### src/rtl/instr_feeder_if.sv
`timescale 1ns/1ps
// instr_feeder_if
//   Bundles the instr_feeder program-load port, run control, cpu handshake
//   and status lines.
//   master : the feeder side (drives in/load/s/pc/busy/done/err)
//   slave  : the environment side (drives wr_*, len, start, w)
//   Signals:
//     wr_en, wr_addr[AW], wr_data[16]  program write port
//     len[AW+1], start                 run control
//     w                                cpu waiting flag (1 = cpu ready for s)
//     in[16], load, s                  instruction word and strobes to the cpu
//     pc[AW], busy, done, err          run status
interface instr_feeder_if #(
    parameter int AW = 3
);
    logic          wr_en;
    logic [AW-1:0] wr_addr;
    logic [15:0]   wr_data;
    logic [AW:0]   len;
    logic          start;
    logic          w;
    logic [15:0]   in;
    logic          load;
    logic          s;
    logic [AW-1:0] pc;
    logic          busy;
    logic          done;
    logic          err;

    modport master (
        input  wr_en, wr_addr, wr_data, len, start, w,
        output in, load, s, pc, busy, done, err
    );

    modport slave (
        output wr_en, wr_addr, wr_data, len, start, w,
        input  in, load, s, pc, busy, done, err
    );
endinterface

### src/rtl/instr_feeder.sv
`timescale 1ns/1ps
// instr_feeder
//   Upstream stage of the Lab6 cpu. Holds a small program of 16-bit
//   instructions written through the switch interface and, on start, streams
//   them into the cpu: present the word on in, pulse load, pulse s, then wait
//   for the cpu to drop and re-raise w before moving on.
//   Ports:
//     clk    cpu clock, rising edge
//     reset  synchronous, active-high, priority over everything
//     bus    instr_feeder_if.master (write port, run control, cpu handshake,
//            status)
//
//   state  | meaning
//   -------+---------------------------------------------------------------
//   IDLE   | nothing run since reset; accepts writes and start
//   DONE   | last run completed (done=1); accepts writes and start
//   ERR    | cpu never acknowledged s (err=1); accepts writes and start
//   FETCH  | in <= mem[pc]
//   WAITW  | word presented, waiting for cpu w=1
//   LOAD   | load=1 this cycle
//   START  | s=1 this cycle, arm the ack timer
//   ACK    | waiting for w to fall; timer expiry -> ERR
//   RUN    | cpu executing, waiting for w to rise again
module instr_feeder #(
    parameter int DEPTH   = 8,
    parameter int AW      = 3,
    parameter int ACK_MAX = 15
) (
    input  logic           clk,
    input  logic           reset,
    instr_feeder_if.master bus
);
    localparam int            CW       = $clog2(ACK_MAX + 1);
    localparam logic [AW:0]   DEPTH_W  = (AW+1)'(DEPTH);
    localparam logic [AW:0]   LEN_ONE  = (AW+1)'(1);
    localparam logic [CW-1:0] ACK_LOAD = CW'(ACK_MAX - 1);
    localparam logic [CW-1:0] CNT_ONE  = CW'(1);
    localparam logic [AW-1:0] PC_ONE   = AW'(1);

    typedef enum logic [3:0] {
        S_IDLE,
        S_DONE,
        S_ERR,
        S_FETCH,
        S_WAITW,
        S_LOAD,
        S_START,
        S_ACK,
        S_RUN
    } state_t;

    state_t        state;
    logic [15:0]   mem [DEPTH];
    logic [AW:0]   len_q;
    logic [AW:0]   last_idx;
    logic [CW-1:0] ack_cnt;

    assign last_idx = len_q - LEN_ONE;

    // Program memory is not reset. Writes are locked out for the whole run so
    // the program cannot change under the cpu.
    always_ff @(posedge clk) begin
        if (!reset && bus.wr_en && !bus.busy) begin
            mem[bus.wr_addr] <= bus.wr_data;
        end
    end

    always_ff @(posedge clk) begin
        if (reset) begin
            state    <= S_IDLE;
            bus.in   <= '0;
            bus.load <= 1'b0;
            bus.s    <= 1'b0;
            bus.pc   <= '0;
            bus.busy <= 1'b0;
            bus.done <= 1'b0;
            bus.err  <= 1'b0;
            ack_cnt  <= '0;
            len_q    <= '0;
        end else begin
            // Strobes are single-cycle: only the transition into LOAD/START
            // raises them.
            bus.load <= 1'b0;
            bus.s    <= 1'b0;
            case (state)
                S_IDLE, S_DONE, S_ERR: begin
                    if (bus.start) begin
                        bus.err <= 1'b0;
                        if (bus.len == '0) begin
                            state    <= S_DONE;
                            bus.done <= 1'b1;
                        end else begin
                            state    <= S_FETCH;
                            bus.pc   <= '0;
                            len_q    <= (bus.len > DEPTH_W) ? DEPTH_W : bus.len;
                            bus.done <= 1'b0;
                            bus.busy <= 1'b1;
                        end
                    end
                end
                S_FETCH: begin
                    bus.in <= mem[bus.pc];
                    state  <= S_WAITW;
                end
                S_WAITW: begin
                    if (bus.w) begin
                        state    <= S_LOAD;
                        bus.load <= 1'b1;
                    end
                end
                S_LOAD: begin
                    state <= S_START;
                    bus.s <= 1'b1;
                end
                S_START: begin
                    // Down-counter: terminal count 0 is reached after ACK_MAX
                    // cycles in ACK with w still high.
                    ack_cnt <= ACK_LOAD;
                    state   <= S_ACK;
                end
                S_ACK: begin
                    if (!bus.w) begin
                        state <= S_RUN;
                    end else if (ack_cnt == '0) begin
                        state    <= S_ERR;
                        bus.err  <= 1'b1;
                        bus.busy <= 1'b0;
                    end else begin
                        ack_cnt <= ack_cnt - CNT_ONE;
                    end
                end
                S_RUN: begin
                    if (bus.w) begin
                        if ({1'b0, bus.pc} == last_idx) begin
                            state    <= S_DONE;
                            bus.done <= 1'b1;
                            bus.busy <= 1'b0;
                        end else begin
                            bus.pc <= bus.pc + PC_ONE;
                            state  <= S_FETCH;
                        end
                    end
                end
                default: begin
                    state    <= S_IDLE;
                    bus.busy <= 1'b0;
                end
            endcase
        end
    end
endmodule

### src/flat_wrapper.sv
// flat-port wrapper written by rule: the top's interface ports become plain ports
module instr_feeder_flat 
#(
    parameter int DEPTH   = 8,
    parameter int AW      = 3,
    parameter int ACK_MAX = 15
)
  (clk, reset, bus_wr_en, bus_wr_addr, bus_wr_data, bus_len, bus_start, bus_w, bus_in, bus_load, bus_s, bus_pc, bus_busy, bus_done, bus_err);
  instr_feeder_if #(.AW(AW)) bus_i ();
  input  logic clk;
  input  logic reset;
  input wire logic [$bits(bus_i.wr_en)-1:0] bus_wr_en;
  input wire logic [$bits(bus_i.wr_addr)-1:0] bus_wr_addr;
  input wire logic [$bits(bus_i.wr_data)-1:0] bus_wr_data;
  input wire logic [$bits(bus_i.len)-1:0] bus_len;
  input wire logic [$bits(bus_i.start)-1:0] bus_start;
  input wire logic [$bits(bus_i.w)-1:0] bus_w;
  output wire logic [$bits(bus_i.in)-1:0] bus_in;
  output wire logic [$bits(bus_i.load)-1:0] bus_load;
  output wire logic [$bits(bus_i.s)-1:0] bus_s;
  output wire logic [$bits(bus_i.pc)-1:0] bus_pc;
  output wire logic [$bits(bus_i.busy)-1:0] bus_busy;
  output wire logic [$bits(bus_i.done)-1:0] bus_done;
  output wire logic [$bits(bus_i.err)-1:0] bus_err;
  assign bus_i.wr_en = bus_wr_en;
  assign bus_i.wr_addr = bus_wr_addr;
  assign bus_i.wr_data = bus_wr_data;
  assign bus_i.len = bus_len;
  assign bus_i.start = bus_start;
  assign bus_i.w = bus_w;
  assign bus_in = bus_i.in;
  assign bus_load = bus_i.load;
  assign bus_s = bus_i.s;
  assign bus_pc = bus_i.pc;
  assign bus_busy = bus_i.busy;
  assign bus_done = bus_i.done;
  assign bus_err = bus_i.err;
  instr_feeder #(.DEPTH(DEPTH), .AW(AW), .ACK_MAX(ACK_MAX)) u_core (.clk(clk), .reset(reset), .bus(bus_i));
endmodule
### config.mk
export PLATFORM = sky130hd
export DESIGN_NAME = instr_feeder_flat
export DESIGN_NICKNAME = d
export VERILOG_FILES = /design/src/rtl/instr_feeder_if.sv /design/src/rtl/instr_feeder.sv /design/src/flat_wrapper.sv
export SDC_FILE = /design/constraint.sdc
export NUM_CORES = 1
export LEC_CHECK = 0
export ABC_AREA = 1
export BUFFER_PORTS_ARGS = -buffer_cell sky130_fd_sc_hd__clkbuf_2
export CORE_MARGIN = 2
export CORE_UTILIZATION = 30
export CTS_BUF_LIST = sky130_fd_sc_hd__clkbuf_8 sky130_fd_sc_hd__clkbuf_16
export CTS_CLUSTER_SIZE = 10
export DETAILED_ROUTE_END_ITERATION = 7
export GPL_TIMING_DRIVEN = 0
export PLACE_DENSITY = 0.5
export SETUP_SLACK_MARGIN = 0.2
export SLEW_MARGIN = 30
export SYNTH_ARGS = -nofsm -noshare
export SYNTH_HDL_FRONTEND = slang
export SYNTH_SLANG_ARGS = --single-unit
### constraint.sdc
create_clock -name clk -period 2.3 [get_ports clk]
set_input_delay 0 -clock clk [delete_from_list [all_inputs] [get_ports clk]]
set_output_delay 0 -clock clk [all_outputs]
set_load 0.01 [all_outputs]
==> results.tsv <==
metric	value	unit
clock_path_buffers	2	
wl_per_cell	18.3	um
io_buffer_count	51	
grt_pass1_wl	27800	um
cts_root_buf	clkbuf_16	
synth_top_area_share	0.568	
setup_viol	0	
endpoint_kind	flop	
synth_top_area_cell	edfxtp_1	
fillCellCount	2114	
synth_edf_count	128	
row_count	54	
timing.fmax	492	MHz
finalCritPeriodShare	0.884	
required	2.60	ns
die-width	154	um
synth_area_leaders	edfxtp_1, dfxtp_1, nor2_1	
path_max_fanout	10	
clock_sinks	164	
hold_violations	0	
period_needed	2.03	ns
fin_nets	738	
p_leak	2.95	nW
antenna_cells	0	
fin_cells	1000	
die_y	154	um
maxCapViolations	0	
reg2reg_slack	0.27	ns
area_growth	22.4	%
crit_slowest_cell	clkbuf_1	
netlist_instances	611	
grt_pass1_vias	4686	
grt_max_degree	18	
globalRouteOverflowTotal	0	
dieArea	23800	sq um
vdd_drop_max	0.000449	V
cp_cell_sequence	buf_4, clkbuf_1, o211ai_1, nand3_1, a21oi_1	
ioPinCount	52	
antenna_found_initial	0	
multi_input_area	1980	sq um
ys_seq_area_frac	0.675	
synth_cell_types	35	
regArea	4570	sq um
critPathArrivalTime	2.34	ns
crit_path_start_kind	flop	
hpwlAfterDp	11700	um
slowest_delay	0.68	ns
drc	0	
hold_class	in2reg	
worstMarginPinSlew	0.872	ns
cts_tree	built	
ys_ff_latch	164	
num_vias	4889	
clkSlewWorstSetupHoldPaths	0.07	ns
clkLatencyLatePin	0.44	ns
rsz0062_at_grt	no	
ant_nets	0	
grtUsageTotal	0.157	
first_iter_violations	486	
final_core_util	0.377	
htree_levels	4	
cts_setup_buffers	0	
fin_skew	0.00739	ns
synthMostInstantiatedCell	edfxtp_1	
ys_async_sr_fraction	0	
ys_warn_count	0	
maxSlewHeadroom	0.419	
routabilityCongestion	0.761	
place_inst	942	
synthFlopType	edfxtp_1	
worstSetupPathType	reg2reg	
status	finished clean	
drtPass1Iterations	5	
start_util	0.308	
syn_avg_cell_area	11.1	sq um
routed_wl	18300	um
design.core.area	22000	sq um
synth_common_cells	edfxtp_1, nor2_1, o21ai_0	
fin_tns_setup	0	ns
maxSlewViolCount	0	
syn-num-nets	642	
syn-cell-area	6770	sq um
via_per_inst	4.89	
cellPowerDensity	779	nW/um^2
drive_gt1_frac	0.206	
cts_inserted_buffers	17	
[where the power goes]
part           internal (mW)  total [mW]  switching (mW)
combinational          0.130       0.358           0.228
sequential              3.24        3.27          0.0288
clock                   1.54        2.82            1.29
total                   4.91        6.45            1.54
[cell usage in the layout, fill, tap and decap left out, drive strengths merged]
cell and n:
a22oi 2, clkinv 5, nand3b 1, dfxtp 36
inv 42, nor2 132, nand2 75, bufinv 1
dlygate4sd1 1, buf 18, xnor2 3, dlygate4sd3 26
a211oi 2, clkbuf 78, o211ai 32, nand4 2
o21a 1, edfxtp 128, o21ai 73, clkinvlp 1
nand3 26, nor3 3, a21oi 29, ha 3
[cell families after synthesis]
logic type / Yosys count / share of synthesized area
flip-flops: 164 / 0.675
adder cells (fa/ha/maj): 3 / 0.00555
XOR/XNOR: 3 / 0.00388
AO/OA/AOI/OAI: 139 / 0.119
AND/OR/NAND/NOR: 239 / 0.155
buffers and inverters: 63 / 0.0422
[stage by stage]
step | hold WS [ns] | instance area (sq um) | setup WS [ns] | total power, mW
final | 0.0189 | 8280 | 0.266 | 6.45
after floorplan | 0.0785 | 6770 | 0.638 | 3.52
after CTS | 0.0122 | 8270 | 0.322 | 6.49
after detailed placement | 0.262 | 7430 | 0.334 | 3.66
after global placement | 0.254 | 7370 | -0.387 | 3.64
after global routing | 0.0344 | 8280 | 0.203 | 6.65
[critical path: cells and delay by family, from the launching register on]
| family | cells | cell delay (ns) |
|---|---|---|
| DFF | 1 | 0.36 |
| and+or+nand+nor | 1 | 0.20 |
| buffers and inverters | 2 | 0.92 |
| AOI/OAI and AO/OA | 2 | 0.40 |
[worst paths after layout]
| kind | from | endpoint | depth (start not counted) |
|---|---|---|---|
| setup / recovery | u_core.bus.pc[2] | u_core.bus.in[9] | 5 |
| setup reg to reg | u_core.bus.pc[2] | u_core.bus.in[9] | 5 |
| hold / removal | reset | u_core.bus.s | 4 |
| hold reg to reg | u_core.bus.done | u_core.bus.done | 2 |
[cell type report]
type	instances	area share
multi-input cells	384	0.239
plain buffers	29	0.0184
inverters	34	0.0160
clock buffers	17	0.0514
well taps	280	0.0423
clock inverters	15	0.0189
repair buffers	77	0.0623
flip-flops and latches	164	0.551
[metal layers]
metal	global-route usage	vias to the layer above	wire, um
met5	0	-	0
li1	-	2337	-
met4	0.0472	0	250
met2	0.250	159	8540
met1	0.215	2373	8370
met3	0.0387	20	1110
[state kept, by name, indices dropped and copies added, names as in the netlist, 3 cells and up]
name            flops
u_core.ack_cnt      4
u_core.state        4
u_core.bus.pc       3
u_core.mem        128
u_core.len_q        4
u_core.bus.in      16
[repair_timing]
action | CTS | global route
hold buffers | 26 | 0
gates resized for setup | 0 | 2
hold endpoints to repair | 135 | 0
setup endpoints to repair | 0 | 2
(Power assumes the default switching activity.)
